$ cat src/rtl/isi_defs_pkg.sv
// Shared definitions for the ISI sampling path: state encoding and the default
// interval width, which the gain stage also uses.
package isi_defs;

    localparam int BIT_ISI = 8;

    typedef enum logic {
        ST_IDLE = 1'b0,
        ST_RUN  = 1'b1
    } isi_state_t;

endpackage

$ cat src/rtl/isi_pending_slot.sv
// One-entry holding register for the next interval. Load wins over take, so a
// simultaneous take+load hands the old value out and captures the new one.
module isi_pending_slot
    import isi_defs::*;
#(
    parameter int width = BIT_ISI
) (
    input  logic             clk,
    input  logic             clr,
    input  logic             load,
    input  logic             take,
    input  logic [width-1:0] din,
    output logic             full,
    output logic [width-1:0] dout
);

    always_ff @(posedge clk or posedge clr) begin
        if (clr) begin
            full <= 1'b0;
            dout <= '0;
        end else if (load) begin
            full <= 1'b1;
            dout <= din;
        end else if (take) begin
            full <= 1'b0;
        end
    end

endmodule

$ cat src/rtl/isi_spike_timer.sv
// Turns each scaled inter-spike interval into a one-cycle spike after that many
// timebase ticks, with one interval of look-ahead so chained intervals have no gap.
module isi_spike_timer
    import isi_defs::*;
#(
    parameter int bit_isi = BIT_ISI
) (
    input  logic               clk,
    input  logic               clr,
    input  logic [bit_isi-1:0] isi_z,
    input  logic               valid,
    input  logic               tick,
    output logic               spike,
    output logic               busy,
    output logic               pending_full,
    output logic               drop,
    output logic [bit_isi-1:0] cnt
);

    isi_state_t         state;
    isi_state_t         state_next;
    logic [bit_isi-1:0] cnt_next;
    logic               spike_next;
    logic               drop_next;
    logic               pend_load;
    logic               pend_take;
    logic [bit_isi-1:0] pend_data;
    logic               valid_nz;
    logic               zero_valid;
    logic               expiry;

    assign valid_nz     = valid && (isi_z != '0);
    assign zero_valid   = valid && (isi_z == '0);
    assign expiry       = (state == ST_RUN) && tick && (cnt == bit_isi'(1));
    assign busy         = (state == ST_RUN);

    isi_pending_slot #(
        .width(bit_isi)
    ) u_pending (
        .clk  (clk),
        .clr  (clr),
        .load (pend_load),
        .take (pend_take),
        .din  (isi_z),
        .full (pending_full),
        .dout (pend_data)
    );

    always_ff @(posedge clk or posedge clr) begin
        if (clr) begin
            state <= ST_IDLE;
            cnt   <= '0;
            spike <= 1'b0;
            drop  <= 1'b0;
        end else begin
            state <= state_next;
            cnt   <= cnt_next;
            spike <= spike_next;
            drop  <= drop_next;
        end
    end

    // At expiry the successor is chosen pending-first, so a coincident valid
    // either refills the slot or loads straight into the counter.
    always_comb begin
        state_next = state;
        cnt_next   = cnt;
        spike_next = 1'b0;
        drop_next  = zero_valid;
        pend_load  = 1'b0;
        pend_take  = 1'b0;
        case (state)
            ST_IDLE: begin
                if (valid_nz) begin
                    cnt_next   = isi_z;
                    state_next = ST_RUN;
                end
            end
            ST_RUN: begin
                if (expiry) begin
                    spike_next = 1'b1;
                    if (pending_full) begin
                        cnt_next  = pend_data;
                        pend_take = 1'b1;
                        pend_load = valid_nz;
                    end else if (valid_nz) begin
                        cnt_next = isi_z;
                    end else begin
                        cnt_next   = '0;
                        state_next = ST_IDLE;
                    end
                end else begin
                    if (tick) begin
                        cnt_next = cnt - 1'b1;
                    end
                    if (valid_nz) begin
                        if (pending_full) begin
                            drop_next = 1'b1;
                        end else begin
                            pend_load = 1'b1;
                        end
                    end
                end
            end
            default: begin
                state_next = ST_IDLE;
                cnt_next   = '0;
            end
        endcase
    end

endmodule
$ cat config.mk
export PLATFORM = sky130hd
export DESIGN_NAME = isi_spike_timer
export DESIGN_NICKNAME = d
export VERILOG_FILES = /design/src/rtl/isi_defs_pkg.sv /design/src/rtl/isi_pending_slot.sv /design/src/rtl/isi_spike_timer.sv
export SDC_FILE = /design/constraint.sdc
export NUM_CORES = 1
export LEC_CHECK = 0
export BUFFER_PORTS_ARGS = -buffer_cell sky130_fd_sc_hd__buf_2
export CORE_ASPECT_RATIO = 1.75
export CORE_MARGIN = 4
export CORE_UTILIZATION = 40
export CTS_CLUSTER_SIZE = 14
export DETAILED_ROUTE_END_ITERATION = 7
export PLACE_DENSITY_LB_ADDON = 0.05
export SLEW_MARGIN = 10
export SYNTH_ARGS = -nofsm -noshare
export SYNTH_HDL_FRONTEND = slang
export SYNTH_SLANG_ARGS = --single-unit
$ cat constraint.sdc
create_clock -name clk -period 4.6 [get_ports clk]
set_input_delay 0.23 -clock clk [delete_from_list [all_inputs] [get_ports clk]]
set_output_delay 0.23 -clock clk [all_outputs]
set_load 0.1 [all_outputs]
==> Yosys cells after proc, flatten, opt, wreduce, memory -nomap -nowiden <==
Index checks and enable logic that the tools add are counted.
{ "word_totals": {"input_bits": 12, "output_inout_bits": 12, "word_cells": 45, "regBits": 20} }
{ "classes": {"n_mux": 26, "add_sub_neg": 1, "n_eq_ne": 3, "bitwise": 1, "n_reduce_logical": 8} }
{ "op_table": {"columns": ["op", "count"], "rows": [
  ["8-bit 2-to-1 mux", 5],
  ["1-bit 2-to-1 mux", 19],
  ["8-bit case mux with 2 select lines", 1],
  ["8-bit by 1-bit equality test with 1-bit output, second input constant", 1],
  ["8-bit zero test", 1],
  ["8-bit nonzero test", 1],
  ["8-bit by 1-bit subtractor with 8-bit output, second input constant", 1],
  ["1-bit logical AND", 4],
  ["3-bit by 2-bit != test with 1-bit output, second input constant", 1],
  ["2-bit != test, second input constant", 1],
  ["1-bit case mux with 2 select lines", 1],
  ["2-bit AND reduction", 1],
  ["2-bit nonzero test", 1],
  ["1-bit NOT", 1]
]} }

==> Logic depth before layout (Yosys ltp) <==
Gate-level depths: netlist of run 1.
{ "logic_depth": {"ltp_word": 6, "ltp_mapped": 9, "depth_no_buf": 9} }

==> Cells and area by module <==
A second synthesis of run 1 with hierarchy kept.
{ "unflattened": {"hier_cells": 135, "hier_area_um2": 1328.8} }
{ "by_module_without_submodules": {"columns": ["module", "instances", "area_per_inst_um2", "cells_per_inst"], "rows": [
  ["isi_spike_timer", 1, 955.9, 114],
  ["isi_pending_slot", 1, 372.9, 21]
]} }

==> Least setup slack after synthesis of run 1 <==
OpenSTA, ideal clock, no wires.
{ "synth_path": {"kind": "register to register", "start": "reg cnt[0]", "end": "reg u_pending.dout[0]", "n_path_buf": 0, "setup_slack_ps": 1564, "arrival_time_ps": 2910, "setup_ps": 125, "path_stages_with_launch": 8, "required_time_ps": 4475, "path_cell_list": "dfrtp_1 > ha_1 > nor3b_1 > nand3_2 > inv_2 > ha_1 > nand4b_4 > mux2_4"} }
{ "synth_via": {"elab_chain_cells": 4} }
{ "synth_lines": {"columns": ["element", "line_no", "rtl"], "rows": [
  ["start: declaration", "isi_spike_timer.sv:17", "output logic [bit_isi-1:0] cnt"],
  ["start signal: assignment", "isi_spike_timer.sv:57", "cnt <= cnt_next;"],
  ["8-bit by 1-bit equality test with 1-bit output", "isi_spike_timer.sv:34", "assign expiry = (state == ST_RUN) && tick && (cnt == bit_isi'(1));"],
  ["1-bit logical AND", "isi_spike_timer.sv:34", null],
  ["1-bit 2-to-1 mux", "isi_spike_timer.sv:80", "if (expiry) begin"],
  ["1-bit 2-to-1 mux", "isi_spike_timer.sv:72", "case (state)"],
  ["end signal: assignment", "isi_pending_slot.sv:23", "dout <= din;"],
  ["end: declaration", "isi_pending_slot.sv:14", "output logic [width-1:0] dout"]
]} }
No other way between the ends.
A chain may end at the register's enable or synchronous reset.

==> Worst setup path in the final report of run 1 <==
{ "layout_path": {"start": "reg cnt[1]", "end": "reg u_pending.dout[6]"} }
Same word-level chain as after synthesis.

==> run_results.csv, run 1 <==
group,metric,value,unit
yosys,synth_top_cell_area_share,38.1,%
clocking,cts_buffer_depth,2,
sta,report.final.slew_viol_count,0,
grt,grt_first_pass_wirelength,5.41,mm
routing,drtPass1Iterations,4,
floorplanning,fp-row-count,27,
status,result_of_the_run,"complete, no violations",
clocking,tritoncts,"yes",
layout,area.growth.synth_to_final,15.3,%
setup_path,timing.reg2reg.worst_path_depth,8,
clocking,holdBufCountCts,0,
routing,vias_per_std_cell,5.63,
yosys,mappedNetlistNets,154,
layout,final_common_cell,"buf_2",
yosys,synth_sequential_area_ratio,38.1,%
setup_path,ff2ff_setup_slack,1.75,ns
setup_path,worst_setup_path_start_kind,"flip-flop",
setup_path,timing.critical_path.arrival,2.99,ns
floorplanning,core_region_area,0.00314,mm²
yosys,syn_inst,139,
routing,detail_route.wirelength,3.25,mm
floorplanning,initial_core_util,41.9,%
placement,port_buffers,23,
grt,number_of_antenna_violations_at_the_first_check_in_global_routing,0,
sta,clock.fmax,351,MHz
grt,first_global_vias,1141,
clocking,cts_made_buffers,3,
placement,globalplace.congestion,0.836,
yosys,post-synth-top-area-cell,"dfrtp_1",
sta,slew_headroom,47.0,%
sta,report.final.hold_viol_count,0,
grt,maximum_number_of_pins_on_one_net_before_global_route_repair,22,
sta,fin_skew,0.00463,ns
clocking,postCtsResizedCells,0,
routing,route.detailed.drc,0,
power_and_ir_drop,leakage,0.712,nW
layout,instances_no_fill,203,
clocking,cts.sinks,20,
yosys,ys_ff_latch,20,
yosys,count_of_flip_flops_with_a_built_in_enable_after_synthesis,0,
yosys,synth_warnings,0,
yosys,post_synth_main_area_contributors,"dfrtp_1, mux2_4, nand2_1",
placement,placedCellCount,199,
setup_path,timing.critical_path.buf_inv,2,
power_and_ir_drop,vdd_ir_drop_max,0.367,mV
routing,detailroute.via_count,1143,
flow_run,drv.max_cap_violation_count,0,
sta,worst_pin_slew,0.794,ns
routing,iter_0_drt_violations,44,
clocking,clock_insertion_delay_worst_skew,0.26,ns
setup_path,timing.critical_path.mode_cell,"ha_1",
setup_path,cp_top_family,"simple AND/OR/NAND/NOR gates",
layout,fillCellCount,311,
power_and_ir_drop,powerDensity,582,mW/mm²
setup_path,crit_type,"reg -> reg",
layout,finish.net_count,176,
hold_path,worstHoldPathType,"in -> async",
sta,grt_setup_unrepaired,"no",
sta,setup_viol,0,
setup_path,crit_path_top_delay_cell,"nor3b_1",
sta,finalSetupTns,0,ns
floorplanning,die_h,83.9,µm
layout,layout_common_cells,"buf_2, nand2_1, dfrtp_1",
placement,post-dp-hpwl,2.40,mm
yosys,total_standard_cell_area_after_synthesis,0.00132,mm²
floorplanning,chipWidth,51.3,µm
sta,min_period_over_period,61.9,%
clocking,clk_root_buf,"clkbuf_8",
floorplanning,die-area,0.00430,mm²
grt,grt_remaining_overflow,0,
yosys,synth_area_per_cell,9.46,µm²
sta,final.min_clock_period,2.85,ns
routing,antenna_left,0,
clocking,cts_max_level,1,
layout,inserted_diodes,0,
clocking,postCtsSetupRepairBufs,0,
yosys,asyncSetResetFlopFracSynth,100,%
yosys,ys.flop_type,"dfrtp_1",
routing,wl_per_cell,16.0,µm
setup_path,worst_path_cell_chain,"inv_1 -> ha_1 -> nor3b_1 -> nand3_2 -> inv_2 -> ha_1 -> nand4b_4 -> mux2_4",
floorplanning,design.portCount,24,
setup_path,critPathMaxFanout,10,
clocking,cts_clock_pin_slew_for_the_worst_setup_and_hold_paths,0.08,ns
layout,post_route_cells_drive_above_1_share,28.1,%
setup_path,timing.critical_path.to_type,"flip-flop",
grt,gr-usage-all-layers,16.2,%
setup_path,stage_delay_of_the_slowest_cell_on_the_critical_path,0.45,ns
yosys,number_of_distinct_library_cell_variants_in_the_gate_level_netlist_after_synthesis,46,
setup_path,cp.required,4.75,ns
setup_path,cp_num_cells,8,
stage by stage:
stage / cell area [µm²] / util, % / hold slack, ns / setup slack (ns) / power (W)
3_5_place_dp: 1460 / 46.5 / 0.424 / 1.79 / 0.000748
3_3_place_gp: 1460 / 46.5 / 0.406 / 1.80 / 0.000749
6_report: 1520 / 48.3 / 0.109 / 1.75 / 0.000882
5_1_grt: 1520 / 48.3 / 0.180 / 1.49 / 0.000936
4_1_cts: 1520 / 48.3 / 0.138 / 1.76 / 0.000889
2_1_floorplan: 1320 / - / 0.194 / 1.56 / 0.000665
power by group:
group          switching [W]  total [W]  leakage, nW  internal, W
clock              0.0000593   0.000136       0.0288    0.0000762
combinational       0.000306   0.000445        0.456     0.000139
sequential         0.0000637   0.000301        0.228     0.000238
state kept, by name (all words and copies together), names as in the netlist:
register,cells
busy,1
cnt,8
drop,1
spike,1
u_pending.dout,8
u_pending.full,1
cell type report:
type	instances	area (µm²)	area share, %
timing repair buffer	23	115	7.59
multi-input combinational	102	751	49.5
sequential	20	500	33.0
tap	43	53.8	3.55
clock buffer	4	55.1	3.63
inverter	11	41.3	2.72
Yosys cell counts (all sizes together) (2+ instances only):
cell	n
nand2	21
dfrtp	20
o21ai	13
inv	11
mux2	8
a21oi	6
clkbuf	6
nand3	6
a32oi	5
a31oi	4
ha	3
a211oi	2
and3	2
nand3b	2
nor3	2
or4	2
routing by layer:
metal	track usage, %	part of all wire (%)	vias up
li1	-	-	557
met1	18.9	42	553
met2	27.7	52	27
met3	2.33	3.8	6
met4	8.59	1.9	0
met5	0	0	-
kinds of logic (layout without fill, tap and decap cells):
logic type / after synthesis / after routing / synth area share [%]
buffers and inverters: 17 / 38 / 4.85
DFF: 20 / 20 / 38.1
xor gates and xnor gates: 2 / 2 / 1.33
muxes: 8 / 8 / 9.13
AOI/OAI and AO/OA: 43 / 43 / 22.7
and+or+nand+nor: 46 / 46 / 21.0
adders and majority gates: 3 / 3 / 2.85
final timing paths:
kind	startpoint	endpoint
max	cnt[1]$_DFFE_PP0P_	u_pending.dout[6]$_DFFE_PP0P_
max reg2reg	cnt[1]$_DFFE_PP0P_	u_pending.dout[6]$_DFFE_PP0P_
max in group asynchronous	clr	u_pending.dout[5]$_DFFE_PP0P_
min in group clk	isi_z[1]	u_pending.dout[1]$_DFFE_PP0P_
min reg2reg	u_pending.dout[2]$_DFFE_PP0P_	u_pending.dout[2]$_DFFE_PP0P_
min	clr	cnt[5]$_DFFE_PP0P_
(Power assumes the default switching activity.)
==> run 2: changes to the inputs <==
clock period = 2.7 ns   (was 4.6 ns; I/O delays follow)
==> run 2 against run 1 <==
- sequential power rose by 67%
- worst setup slack got worse by 1.4 ns
- routed wire length rose by 4.1%
- combinational power rose by 76%
- hold slack got worse by 0.097 ns
- flip-flop and latch count did not move
- sequential share of layout area fell by 0.37 points
- register-to-register slack got worse by 1.4 ns
- clock skew rose by 0.00071 ns
- non-clock buffer count rose by 4
==> run_results.csv, run 2 (synthesis gave the netlist of run 1 again) <==
group,metric,value,unit
clocking,cts_made_buffers,3,
floorplanning,chipWidth,51.3,µm
routing,met3_wirelength,133,µm
setup_path,critical_path.startpoint,"cnt[1]$_DFFE_PP0P_",
clocking,cts_clock_pin_slew_for_the_worst_setup_and_hold_paths,0.08,ns
placement,placedCellCount,203,
placement,port_buffers,23,
clocking,clk_root_buf,"clkbuf_8",
clocking,cts.sinks,20,
sta,fin_skew,0.00534,ns
routing,vias_per_std_cell,5.53,
layout,area.sequential,504,µm²
layout,finalInstanceArea,0.00155,mm²
setup_path,crit_type,"reg -> reg",
routing,antenna_left,0,
grt,grt_remaining_overflow,0,
placement,dpl_cell_area,0.00150,mm²
floorplanning,core_region_area,0.00314,mm²
sta,finalSetupTns,0,ns
flow_run,drv.max_cap_violation_count,0,
layout,area.growth.synth_to_final,17.5,%
clocking,cts_buffer_depth,2,
sta,report.final.slew_viol_count,0,
sta,min_period_over_period,87.7,%
layout,reg_top3,"cnt: 8 flops, u_pending.dout: 8 flops",
routing,detailroute.via_count,1145,
clocking,tritoncts,"yes",
floorplanning,initial_core_util,41.9,%
placement,post-dp-hpwl,2.56,mm
sta,setup_viol,0,
routing,drtPass1Iterations,6,
routing,route.detailed.drc,0,
setup_path,timing.critical_path.arrival,2.51,ns
clocking,holdBufCountCts,0,
status,result_of_the_run,"complete, no violations",
grt,first_global_vias,1169,
layout,instances_no_fill,207,
power_and_ir_drop,vdd_ir_drop_max,0.434,mV
power_and_ir_drop,leakage,0.725,nW
setup_path,worst_setup_path_start_kind,"flip-flop",
setup_path,regToRegEndpoint,"u_pending.dout[4]$_DFFE_PP0P_",
placement,globalplace.congestion,0.875,
clocking,postCtsResizedCells,0,
grt,maximum_number_of_pins_on_one_net_before_global_route_repair,22,
clocking,cts_max_level,1,
clocking,postCtsSetupRepairBufs,0,
sta,report.final.hold_viol_count,0,
routing,wl_met1,1.39,mm
layout,fillCellCount,306,
sta,final.min_clock_period,2.37,ns
layout,final_common_cell,"buf_2",
hold_path,worstHoldPathType,"in -> async",
setup_path,critPathMaxFanout,9,
floorplanning,design.portCount,24,
setup_path,timing.critical_path.mode_cell,"ha_1",
setup_path,stage_delay_of_the_slowest_cell_on_the_critical_path,0.43,ns
setup_path,crit_path_end,"u_pending.dout[4]$_DFFE_PP0P_",
setup_path,critical_path.reg2reg.startpoint,"cnt[1]$_DFFE_PP0P_",
setup_path,crit_path_top_delay_cell,"dfrtp_2",
grt,gr-usage-all-layers,16.8,%
layout,inserted_diodes,0,
layout,finish.net_count,180,
layout,layout_common_cells,"buf_2, nand2_1, dfrtp_1",
setup_path,ff2ff_setup_slack,0.33,ns
sta,worst_pin_slew,0.792,ns
sta,clock.fmax,422,MHz
floorplanning,fp-row-count,27,
layout,post_route_cells_drive_above_1_share,31.7,%
routing,iter_0_drt_violations,45,
sta,grt_setup_unrepaired,"no",
grt,grt_first_pass_wirelength,5.62,mm
routing,highest-signal-layer,"met4",
sta,slew_headroom,47.1,%
floorplanning,die-area,0.00430,mm²
clocking,clock_insertion_delay_worst_skew,0.26,ns
grt,number_of_antenna_violations_at_the_first_check_in_global_routing,0,
floorplanning,die_h,83.9,µm
routing,met2_wirelength,1.77,mm
power_and_ir_drop,powerDensity,962,mW/mm²
routing,wl_per_cell,16.3,µm
layout,multi_input_comb_area,756,µm²
setup_path,cp.required,2.84,ns
setup_path,worst_path_cell_chain,"inv_1 -> ha_1 -> nor3b_2 -> nand3_2 -> inv_2 -> ha_1 -> nand4b_4 -> mux2_4",
setup_path,timing.reg2reg.worst_path_depth,8,
setup_path,timing.critical_path.to_type,"flip-flop",
routing,detail_route.wirelength,3.38,mm
[run 2: area by class of cell]
class	instances	area share [%]
Tap cell	43	3.48
Clock buffer	4	2.91
Multi-Input combinational cell	102	48.9
Sequential cell	20	32.6
Timing Repair Buffer	27	9.39
Inverter	11	2.67
[run 2: layer usage]
| layer | track usage [%] | up-vias |
|---|---|---|
| met5 | 0 | - |
| met3 | 1.79 | 6 |
| met1 | 19.5 | 543 |
| met2 | 29.8 | 32 |
| met4 | 7.64 | 0 |
| li1 | - | 564 |
[run 2: power breakdown]
group          switching (W)  internal [W]
Combinational       0.000538      0.000243
Clock              0.0000984      0.000105
Sequential         0.0000948      0.000407
Total               0.000731      0.000756
[run 2: through the flow]
stage                     power, W  setup slack, ns  hold slack, ns  util (%)
after global routing       0.00157            0.202          0.0803      49.2
after global placement     0.00127            0.441           0.312      47.7
after detailed placement   0.00128            0.353           0.330      47.7
after CTS                  0.00149            0.340          0.0458      49.2
final                      0.00149            0.333          0.0119      49.2
after floorplan            0.00114          0.00219          0.0986         -
[run 2: worst min-delay path by stage]
| stage | start | end | slack, ns | depth (start not counted) |
|---|---|---|---|---|
| after floorplan | clr | cnt[2]$_DFFE_PP0P_ | 0.1 | 1 |
| after global placement | clr | spike$_DFF_PP0_ | 0.31 | 2 |
| after detailed placement | clr | spike$_DFF_PP0_ | 0.33 | 2 |
| after CTS | clr | spike$_DFF_PP0_ | 0.05 | 2 |
| after global routing | clr | spike$_DFF_PP0_ | 0.08 | 2 |
| final | clr | spike$_DFF_PP0_ | 0.01 | 2 |
[run 2: critical path, delay by kind of cell (launching register included)]
| family | cells | cell delay (ns) |
|---|---|---|
| AND/OR/NAND/NOR | 3 | 0.76 |
| adder cells (fa/ha/maj) | 2 | 0.45 |
| flip-flops | 1 | 0.43 |
| multiplexers | 1 | 0.36 |
| buffers and inverters | 2 | 0.26 |
